### config.mk
export PLATFORM = sky130hd
export DESIGN_NAME = navre_io_inport
export DESIGN_NICKNAME = d
export VERILOG_FILES = /design/src/rtl/navre_io_pkg.sv /design/src/rtl/navre_inport_fifo.sv /design/src/rtl/navre_io_inport.sv
export SDC_FILE = /design/constraint.sdc
export NUM_CORES = 1
export LEC_CHECK = 0
export BUFFER_PORTS_ARGS = -buffer_cell sky130_fd_sc_hd__buf_4
export CORE_UTILIZATION = 55
export CTS_BUF_LIST = sky130_fd_sc_hd__clkbuf_8
export CTS_CLUSTER_DIAMETER = 60
export DETAILED_ROUTE_END_ITERATION = 7
export GPL_ROUTABILITY_DRIVEN = 0
export PLACE_DENSITY = 0.72
export SLEW_MARGIN = 20
export SYNTH_ARGS = -nofsm -noshare
export SYNTH_HDL_FRONTEND = slang
export SYNTH_SLANG_ARGS = --single-unit
### constraint.sdc
create_clock -name clk -period 3.35 [get_ports clk]
set_clock_uncertainty 0.15 [all_clocks]
set_input_delay 0.335 -clock clk [delete_from_list [all_inputs] [get_ports clk]]
set_output_delay 0.335 -clock clk [all_outputs]
set_load 0.01 [all_outputs]
### src/rtl/navre_io_pkg.sv
// Shared constants for the navre IO input port: default IO addresses,
// FIFO depth and status/control bit positions.
package navre_io_pkg;

  localparam logic [5:0]  DEF_DATA_ADDR  = 6'd43;
  localparam logic [5:0]  DEF_STAT_ADDR  = 6'd44;
  localparam int unsigned DEF_DEPTH_LOG2 = 4;

  localparam int unsigned STAT_NEMPTY = 0;
  localparam int unsigned STAT_FULL   = 1;
  localparam int unsigned STAT_UFLOW  = 2;
  localparam int unsigned CTRL_FLUSH  = 7;

  // Assemble the status byte; every bit not listed reads as zero.
  function automatic logic [7:0] status_byte(input logic uflow,
                                             input logic full,
                                             input logic nempty);
    logic [7:0] s;
    s              = 8'h00;
    s[STAT_UFLOW]  = uflow;
    s[STAT_FULL]   = full;
    s[STAT_NEMPTY] = nempty;
    return s;
  endfunction

endpackage

### src/rtl/navre_inport_fifo.sv
// Byte FIFO behind the navre IO input port: storage, pointers, occupancy
// count and a registered ready flag. Flush overrides push and pop.
module navre_inport_fifo #(
  parameter int unsigned DEPTH_LOG2 = 4
) (
  input  logic                  clk,
  input  logic                  rst,
  input  logic                  push,
  input  logic                  pop,
  input  logic                  flush,
  input  logic [7:0]            wdata,
  output logic [7:0]            rdata,
  output logic [DEPTH_LOG2:0]   count,
  output logic                  empty,
  output logic                  full,
  output logic                  ready
);

  localparam int unsigned DEPTH = 1 << DEPTH_LOG2;
  localparam logic [DEPTH_LOG2-1:0] PTR_ONE  = DEPTH_LOG2'(1);
  localparam logic [DEPTH_LOG2:0]   CNT_ONE  = (DEPTH_LOG2 + 1)'(1);
  localparam logic [DEPTH_LOG2:0]   CNT_FULL = (DEPTH_LOG2 + 1)'(DEPTH);

  logic [7:0]            mem [DEPTH];
  logic [DEPTH_LOG2-1:0] wr_ptr;
  logic [DEPTH_LOG2-1:0] rd_ptr;
  logic [DEPTH_LOG2:0]   count_next;
  logic                  do_push;
  logic                  do_pop;

  assign empty = (count == '0);
  assign full  = count[DEPTH_LOG2];
  assign rdata = mem[rd_ptr];

  // Qualify requests: flush wins, no push when full, no pop when empty.
  always_comb begin
    do_push    = push && !full && !flush;
    do_pop     = pop && !empty && !flush;
    count_next = count;
    if (flush)
      count_next = '0;
    else if (do_push && !do_pop)
      count_next = count + CNT_ONE;
    else if (do_pop && !do_push)
      count_next = count - CNT_ONE;
  end

  // Pointer, count and ready state; ready stays low through reset.
  always_ff @(posedge clk) begin
    if (rst) begin
      wr_ptr <= '0;
      rd_ptr <= '0;
      count  <= '0;
      ready  <= 1'b0;
    end else begin
      if (flush) begin
        wr_ptr <= '0;
        rd_ptr <= '0;
      end else begin
        if (do_push) wr_ptr <= wr_ptr + PTR_ONE;
        if (do_pop)  rd_ptr <= rd_ptr + PTR_ONE;
      end
      count <= count_next;
      ready <= (count_next != CNT_FULL);
    end
  end

  // Data storage; contents are not cleared by reset.
  always_ff @(posedge clk) begin
    if (do_push) mem[wr_ptr] <= wdata;
  end

endmodule

### src/rtl/navre_io_inport.sv
// navre CPU IO-bus input port: buffers an upstream byte stream and serves
// it through a data address (read pops) and a status/control address.
// Optional feature: define NAVRE_INPORT_COUNT_EN to map the occupancy
// count at STAT_ADDR+1.
module navre_io_inport
  import navre_io_pkg::*;
#(
  parameter logic [5:0]  DATA_ADDR  = DEF_DATA_ADDR,
  parameter logic [5:0]  STAT_ADDR  = DEF_STAT_ADDR,
  parameter int unsigned DEPTH_LOG2 = DEF_DEPTH_LOG2
) (
  input  logic       clk,
  input  logic       rst,
  input  logic       io_re,
  input  logic       io_we,
  input  logic [5:0] io_a,
  input  logic [7:0] io_do,
  output logic [7:0] io_di,
  input  logic       in_valid,
  input  logic [7:0] in_data,
  output logic       in_ready
);

  logic [7:0]          head;
  logic [DEPTH_LOG2:0] count;
  logic                empty;
  logic                full;
  logic                push;
  logic                pop;
  logic                flush;
  logic                uflow_clr;
  logic                data_rd;
  logic                stat_wr;
  logic                underflow;
  logic [7:0]          di_next;

  navre_inport_fifo #(
    .DEPTH_LOG2 (DEPTH_LOG2)
  ) u_fifo (
    .clk   (clk),
    .rst   (rst),
    .push  (push),
    .pop   (pop),
    .flush (flush),
    .wdata (in_data),
    .rdata (head),
    .count (count),
    .empty (empty),
    .full  (full),
    .ready (in_ready)
  );

  // Address decode and read-data selection for the next io_di value.
  always_comb begin
    data_rd   = io_re && (io_a == DATA_ADDR);
    stat_wr   = io_we && (io_a == STAT_ADDR);
    push      = in_valid && in_ready;
    pop       = data_rd && !empty;
    flush     = stat_wr && io_do[CTRL_FLUSH];
    uflow_clr = stat_wr && io_do[STAT_UFLOW];
    di_next   = 8'h00;
    if (data_rd)
      di_next = empty ? 8'h00 : head;
    else if (io_re && (io_a == STAT_ADDR))
      di_next = status_byte(underflow, full, !empty);
`ifdef NAVRE_INPORT_COUNT_EN
    else if (io_re && (io_a == 6'(STAT_ADDR + 6'd1)))
      di_next = 8'(count);
`endif
  end

  // Registered read data and sticky underflow flag.
  always_ff @(posedge clk) begin
    if (rst) begin
      io_di     <= 8'h00;
      underflow <= 1'b0;
    end else begin
      io_di <= di_next;
      if (data_rd && empty)
        underflow <= 1'b1;
      else if (uflow_clr)
        underflow <= 1'b0;
    end
  end

`ifdef NAVRE_INPORT_COUNT_EN
  logic unused_bits;
  assign unused_bits = ^{io_do[6:3], io_do[1:0]};
`else
  logic unused_bits;
  assign unused_bits = ^{io_do[6:3], io_do[1:0], count};
`endif

endmodule

==> impl_summary.txt, run 1 <==
----------------------------------------------------
[Outcome]
  Status ... finished clean

[Synthesis]
  Cells taking the most area after synthesis ... sky130_fd_sc_hd__edfxtp_1, sky130_fd_sc_hd__mux4_2, sky130_fd_sc_hd__dfxtp_1
  Register bit total from synthesis ... 155
  Sequential share of the synthesized area ... 0.709
  Most common cell in the netlist ... sky130_fd_sc_hd__edfxtp_1
  Synth area leader ... sky130_fd_sc_hd__edfxtp_1
  EDFF count, synth ... 128
  Most used standard cells in the synthesized netlist ... sky130_fd_sc_hd__edfxtp_1, sky130_fd_sc_hd__mux4_2, sky130_fd_sc_hd__nor2_1, sky130_fd_sc_hd__dfxtp_1
  Yosys warning count ... 0
  Post-synthesis async set-or-reset flop share ... 0
  Net count after synthesis ... 383
  Top cell type's share of synthesized area ... 0.622
  Synth cell types ... 44
  Most used flip-flop cell after synthesis ... sky130_fd_sc_hd__edfxtp_1
  Synthesized instance count ... 348
  Combined area of all synthesized cells ... 6180 um2
  Average cell area after synthesis ... 17.8 um2

[Finish]
  Area Growth Syn to Fin ... 13.8%
  Multi-input gate area in the final layout ... 1700 um2
  Sequential cell area ... 4390 um2
  Total Nets Final ... 431
  Fill cells ... 747
  Post-route insts no fill ... 549
  N_diodes ... 0
  Fraction of layout cells with a size suffix above 1 ... 0.281

[Timing]
  Transition time of the tightest slew-check pin ... 0.850 ns
  Setup TNS after final layout ... 0 ns
  Setup repair after global routing missed its margin ... false
  Clock period minus worst slack ... 2.81 ns
  Count of final max-slew check failures ... 0
  Max-Slew Margin vs Limit ... 0.431
  Highest achievable clock rate ... 356 MHz
  Hold violation total from the final report ... 0
  Worst Slack Setup Final ... 0.544 ns
  Setup Viol. Count Final ... 0
  Share of the clock period used by the worst path ... 0.838

[Power and ir drop]
  Sum of internal, switching and leakage power ... 3670 uW
  Largest vdd supply drop ... 0.000267 V
  Pwr per Cell Area ... 522 nW/um2
  Leakage power total ... 0.00235 uW

[Clock network]
  Clk pin slew, worst setup/hold paths ... 0.08 ns
  Clock tree from TritonCTS ... yes
  Clock tree buffer depth ... 2
  Number of buffers created by CTS ... 17
  Post CTS Setup Buffer Count ... 0
  CTS HTree Levels ... 4
  Insertion delay of the later-clocked pin in the worst-skew pair ... 0.43 ns
  Root buf cell ... sky130_fd_sc_hd__clkbuf_8
  CTS sink cnt ... 155

[Drt]
  Wire length per cell ... 20.1 um
  Number of DRC violations after detailed-routing iteration 0 ... 266
  Detailed Route WL ... 11.0 mm
  DRC viols ... 0
  Number of vias per cell ... 5.83
  TritonRoute pass-1 iters ... 4
  Number of vias after detailed routing ... 3,201
  Number of nets with antenna violations after detailed routing ... 0

[Global route]
  Global-route wire length before repair ... 17.7 mm
  Global-route usage over all layers ... 0.214
  Number of global-route vias before repair ... 3,310
  Maximum number of pins on one net before global-route repair ... 33
  Gr ovfl total ... 0
  Initial antenna violation count ... 0

[Run]
  Maxcap violations ... 0

[Worst setup path]
  Required arrival time at the worst endpoint ... 3.56 ns
  Worst reg2reg startpoint ... u_fifo.count[0]
  Timing startpoint of the critical path ... u_fifo.count[0]
  Critical path launch point type ... register
  Number of cells traversed by the worst register-to-register path ... 8
  CP endpoint kind ... register
  Worst Path Arrival ... 3.02 ns
  Crit Reg-Reg Endpoint ... u_fifo.count[2]
  Worst R2R Setup Slack ... 0.54 ns
  Top fanout value on the critical path ... 9
  Startpoint-to-endpoint class of the critical path ... register to register

[Floorplan]
  Number of placement rows ... 38
  Die area ... 11,700 um2
  Die outline width ... 108 um
  Number of top-level design ports ... 36
  Std-Cell Core Area ... 10,900 um2
  Initial standard-cell utilization of the core ... 0.568
  Vertical die dimension ... 108 um

[Min path]
  Min-Delay Path Depth ... 1
  Hold Startpoint ... in_data[3]
  Worst min-delay path category ... input pin to register
  Endpoint of the worst hold path ... u_fifo.mem[14][3]

[Placed design]
  Detailed placer's ending HPWL ... 7.13 mm
  Setup slack after placement ... 0.853 ns
  Port Buf Inserts ... 29
  Cell count after placement ... 514

----------------------------------------------------
[placed cells by master (no fill, tap or decap), types with 6 or more instances in the layout]
cell / n
sky130_fd_sc_hd__nand2_1: 12
sky130_fd_sc_hd__inv_1: 7
sky130_fd_sc_hd__ha_1: 8
sky130_fd_sc_hd__dfxtp_1: 26
sky130_fd_sc_hd__nand3_1: 8
sky130_fd_sc_hd__clkbuf_8: 21
sky130_fd_sc_hd__buf_4: 42
sky130_fd_sc_hd__edfxtp_1: 128
sky130_fd_sc_hd__a21oi_1: 6
sky130_fd_sc_hd__a211oi_1: 12
sky130_fd_sc_hd__nor2_1: 29
sky130_fd_sc_hd__mux4_2: 32
sky130_fd_sc_hd__mux2i_1: 11
[registers in the layout, indices dropped and copies added (netlist names), named ones only]
signal and cells:
u_fifo.ready 1, underflow 1, io_di 8, u_fifo.mem 128, u_fifo.wr_ptr 4, u_fifo.count 5, u_fifo.rd_ptr 4
[how the worst max path moves through the flow]
stage / slack, ns / depth (start not counted) / endpoint
3_5_place_dp: 0.85 / 8 / u_fifo.ready
3_3_place_gp: 0.89 / 8 / u_fifo.ready
2_1_floorplan: 1.10 / 8 / u_fifo.ready
6_report: 0.54 / 8 / u_fifo.count[2]
4_1_cts: 0.57 / 8 / u_fifo.count[2]
5_1_grt: 0.35 / 8 / u_fifo.count[2]
[final cells by class]
type / instances / area share
Timing Repair Buffer: 46 / 0.0520
Inverter: 4 / 0.00214
Multi-Input combinational cell: 172 / 0.242
Clock inverter: 11 / 0.0146
Clock buffer: 21 / 0.0411
Tap cell: 140 / 0.0249
Sequential cell: 155 / 0.624
[worst max-delay path, cell delays in order, from the launching register on]
cell	delay, ns
sky130_fd_sc_hd__dfxtp_1	0.45
sky130_fd_sc_hd__inv_1	0.10
sky130_fd_sc_hd__ha_1	0.22
sky130_fd_sc_hd__nor4b_4	0.15
sky130_fd_sc_hd__nor3_4	0.46
sky130_fd_sc_hd__mux2i_1	0.28
sky130_fd_sc_hd__xnor2_1	0.11
sky130_fd_sc_hd__a311oi_1	0.24
sky130_fd_sc_hd__dlygate4sd3_1	0.57
[timing repair]
action / CTS / global route
hold endpoints to repair: 3 / 0
hold buffers: 3 / 0
gates resized for setup: 0 / 0
[cell families (layout without fill, tap and decap cells)]
family	count (synthesis)	count (layout)	synth area share
AND/OR/NAND/NOR	81	81	0.0757
adder cells (fa/ha/maj)	8	8	0.0162
AO/OA/AOI/OAI	28	28	0.0302
flip-flops	155	155	0.709
XOR/XNOR	9	9	0.0128
multiplexers	46	46	0.140
buffers and inverters	21	82	0.0158
[stage by stage]
stage          utilization  cell area [um2]  hold slack [ns]
2_1_floorplan            -             6180            0.257
3_3_place_gp         0.607             6610            0.335
3_5_place_dp         0.607             6610            0.352
4_1_cts              0.646             7030           0.0360
5_1_grt              0.646             7030           0.0603
6_report             0.646             7030           0.0586
[power breakdown]
part	leakage [uW]	switching (uW)	internal (uW)
combinational	0.000753	111	87.9
sequential	0.00137	17.4	2110
clock	0.000219	621	728
total	0.00235	750	2920
[metal layers]
metal,routed length (um),track usage,vias to the layer above
met5,0,0,-
met4,144,0.0832,0
met3,408,0.0488,12
met2,5660,0.353,73
met1,4800,0.279,1643
li1,-,-,1473
Power figures use the tool's default switching activity.
==> inputs of run 2 (changes only) <==
Clock period 3.35 ns to 2.9 ns, I/O delays scaled along.
==> run 2 against run 1 <==
- register-to-register slack lost 0.30 ns
- clock power shrank 3%
- flip-flop and latch count unchanged
- power increased by 9.0%
- non-clock buffer count is 16 higher
- sequential share of layout area down 0.63 points
- worst setup slack worse by 0.30 ns
- routed wire length shrank 0.41%
- critical path type unchanged
- largest cell class unchanged
- largest power group unchanged
- highest routed layer unchanged
==> impl_summary.txt, run 2 (synthesis gave the netlist of run 1 again) <==
----------------------------------------------------
[Outcome]
  Status ... finished clean

[Clock network]
  Clk pin slew, worst setup/hold paths ... 0.08 ns
  Number of buffers created by CTS ... 17
  CTS Hold Buffers Added ... 11
  Clock tree buffer depth ... 2
  Post CTS Setup Buffer Count ... 0
  Insertion delay of the later-clocked pin in the worst-skew pair ... 0.44 ns
  Clock tree from TritonCTS ... yes
  Count of cells resized by post-cts repair ... 0
  CTS HTree Levels ... 4
  Root buf cell ... sky130_fd_sc_hd__clkbuf_8
  CTS sink cnt ... 155

[Finish]
  Largest register by flop count ... u_fifo.mem
  Area Growth Syn to Fin ... 14.9%
  Max reg flops ... 128
  Commonest cells after routing, fill and taps aside ... sky130_fd_sc_hd__edfxtp_1, sky130_fd_sc_hd__buf_4, sky130_fd_sc_hd__mux4_2, sky130_fd_sc_hd__nor2_1, sky130_fd_sc_hd__dfxtp_1
  Cell area after layout ... 7100 um2
  Total Nets Final ... 447
  Most common cell after layout, fill and taps aside ... sky130_fd_sc_hd__edfxtp_1
  Fraction of layout cells with a size suffix above 1 ... 0.273
  Post-route insts no fill ... 565
  N_diodes ... 0
  Biggest registers after layout ... u_fifo.mem x128, io_di x8, u_fifo.count x5

[Timing]
  Setup TNS after final layout ... 0 ns
  Share of the clock period used by the worst path ... 0.917
  Highest achievable clock rate ... 376 MHz
  Max-Slew Margin vs Limit ... 0.521
  Count of final max-slew check failures ... 0
  Clock period minus worst slack ... 2.66 ns
  Setup Viol. Count Final ... 0
  Transition time of the tightest slew-check pin ... 0.717 ns
  Setup repair after global routing missed its margin ... false
  Hold violation total from the final report ... 0
  Hold Slack ... 0.0161 ns

[Placed design]
  Detailed placer's ending HPWL ... 7.27 mm
  Cell count after placement ... 522
  Instance area after placement ... 6670 um2
  Port Buf Inserts ... 29

[Worst setup path]
  Top fanout value on the critical path ... 7
  Worst R2R Setup Slack ... 0.24 ns
  CP cell instances ... inv_1 -> ha_1 -> nor4b_4 -> nor3_4 -> mux2i_1 -> xnor2_1 -> a311oi_1 -> dlygate4sd3_1
  CP endpoint kind ... register
  Required arrival time at the worst endpoint ... 3.13 ns
  Crit path largest cell delay ... 0.59 ns
  Startpoint-to-endpoint class of the critical path ... register to register
  Critical path launch point type ... register
  Slowest stage cell on the critical path ... sky130_fd_sc_hd__dlygate4sd3_1
  Worst Path Arrival ... 2.89 ns

[Global route]
  Maximum number of pins on one net before global-route repair ... 25
  Layer with the highest usage after global routing ... met2
  Global-route wire length before repair ... 17.4 mm
  GRT met3 Usage ... 0.0506
  Gr ovfl total ... 0
  Number of global-route vias before repair ... 3,390
  Initial antenna violation count ... 0
  M1 GR Usage ... 0.263
  Global-route usage over all layers ... 0.212
  Met2 global-route usage ... 0.353

[Run]
  Maxcap violations ... 0

[Floorplan]
  Initial standard-cell utilization of the core ... 0.568
  Std-Cell Core Area ... 10,900 um2
  Number of top-level design ports ... 36
  Number of placement rows ... 38
  Vertical die dimension ... 108 um
  Die outline width ... 108 um
  Die area ... 11,700 um2

[Power and ir drop]
  Sequential share of power ... 0.613
  Switch share ... 0.209
  Combinational group share of total power ... 0.059
  Sum of internal, switching and leakage power ... 4010 uW
  Clock power frac ... 0.328
  Cell internal power dissipation ... 3170 uW
  Pwr per Cell Area ... 564 nW/um2
  Largest vdd supply drop ... 0.000330 V
  Leakage power total ... 0.00241 uW
  Switching power summed over all nets ... 836 uW

[Drt]
  Number of nets with antenna violations after detailed routing ... 0
  DRC viols ... 0
  Number of vias per cell ... 5.79
  Detailed Route WL ... 11.0 mm
  Number of vias after detailed routing ... 3,274
  Wire length per cell ... 19.4 um
  Number of DRC violations after detailed-routing iteration 0 ... 171
  TritonRoute pass-1 iters ... 4

[Min path]
  Worst min-delay path category ... input pin to register

----------------------------------------------------
run 2: changes by cell type in the layout (fill, tap and decap cells not counted), moves of 2 or more:
cell and delta:
sky130_fd_sc_hd__buf_4 +8, sky130_fd_sc_hd__dlygate4sd3_1 +8, sky130_fd_sc_hd__inv_1 +6, sky130_fd_sc_hd__clkinv_2 -3
sky130_fd_sc_hd__bufinv_16 -2
run 2: area by class of cell:
type | instances | area (um2)
clock buffer | 20 | 275
clock inverter | 12 | 47.5
fill | 744 | 3790
inverter | 4 | 15.0
multi-input combinational | 172 | 1700
sequential | 155 | 4390
tap | 140 | 175
timing repair buffer | 62 | 505
run 2: critical path, delay by kind of cell, from the launching register on:
kind,cells,cell delay (ns)
AO/OA/AOI/OAI,1,0.28
XOR/XNOR,1,0.13
adder cells (fa/ha/maj),1,0.22
buffers and inverters,2,0.69
flip-flops,1,0.45
multiplexers,1,0.26
AND/OR/NAND/NOR,2,0.43
run 2: power by group through the flow:
stage	registers [uW]	logic (uW)	clock network, uW
2_1_floorplan	2500	140	0
3_3_place_gp	2500	219	0
3_5_place_dp	2500	227	0
4_1_cts	2460	239	1340
5_1_grt	2460	262	1430
6_report	2460	235	1310
run 2: metrics by stage:
step / utilization / setup WS (ns)
2_1_floorplan: - / 0.652
3_3_place_gp: 0.613 / 0.628
3_5_place_dp: 0.613 / 0.567
4_1_cts: 0.652 / 0.301
5_1_grt: 0.652 / 0.116
6_report: 0.652 / 0.239
run 2: worst paths after layout:
path | from | end | depth (start not counted)
setup reg to reg | u_fifo.count[0] | u_fifo.count[2] | 8
hold / removal | in_data[0] | u_fifo.mem[6][0] | 1
hold reg to reg | u_fifo.wr_ptr[1] | u_fifo.wr_ptr[1] | 2
setup / recovery | u_fifo.count[0] | u_fifo.count[2] | 8
run 2: per-layer routing:
layer / vias to the layer above / wire length, um
li1: 1497 / -
met1: 1673 / 4590
met2: 87 / 5710
met3: 17 / 459
met4: 0 / 203
met5: - / 0
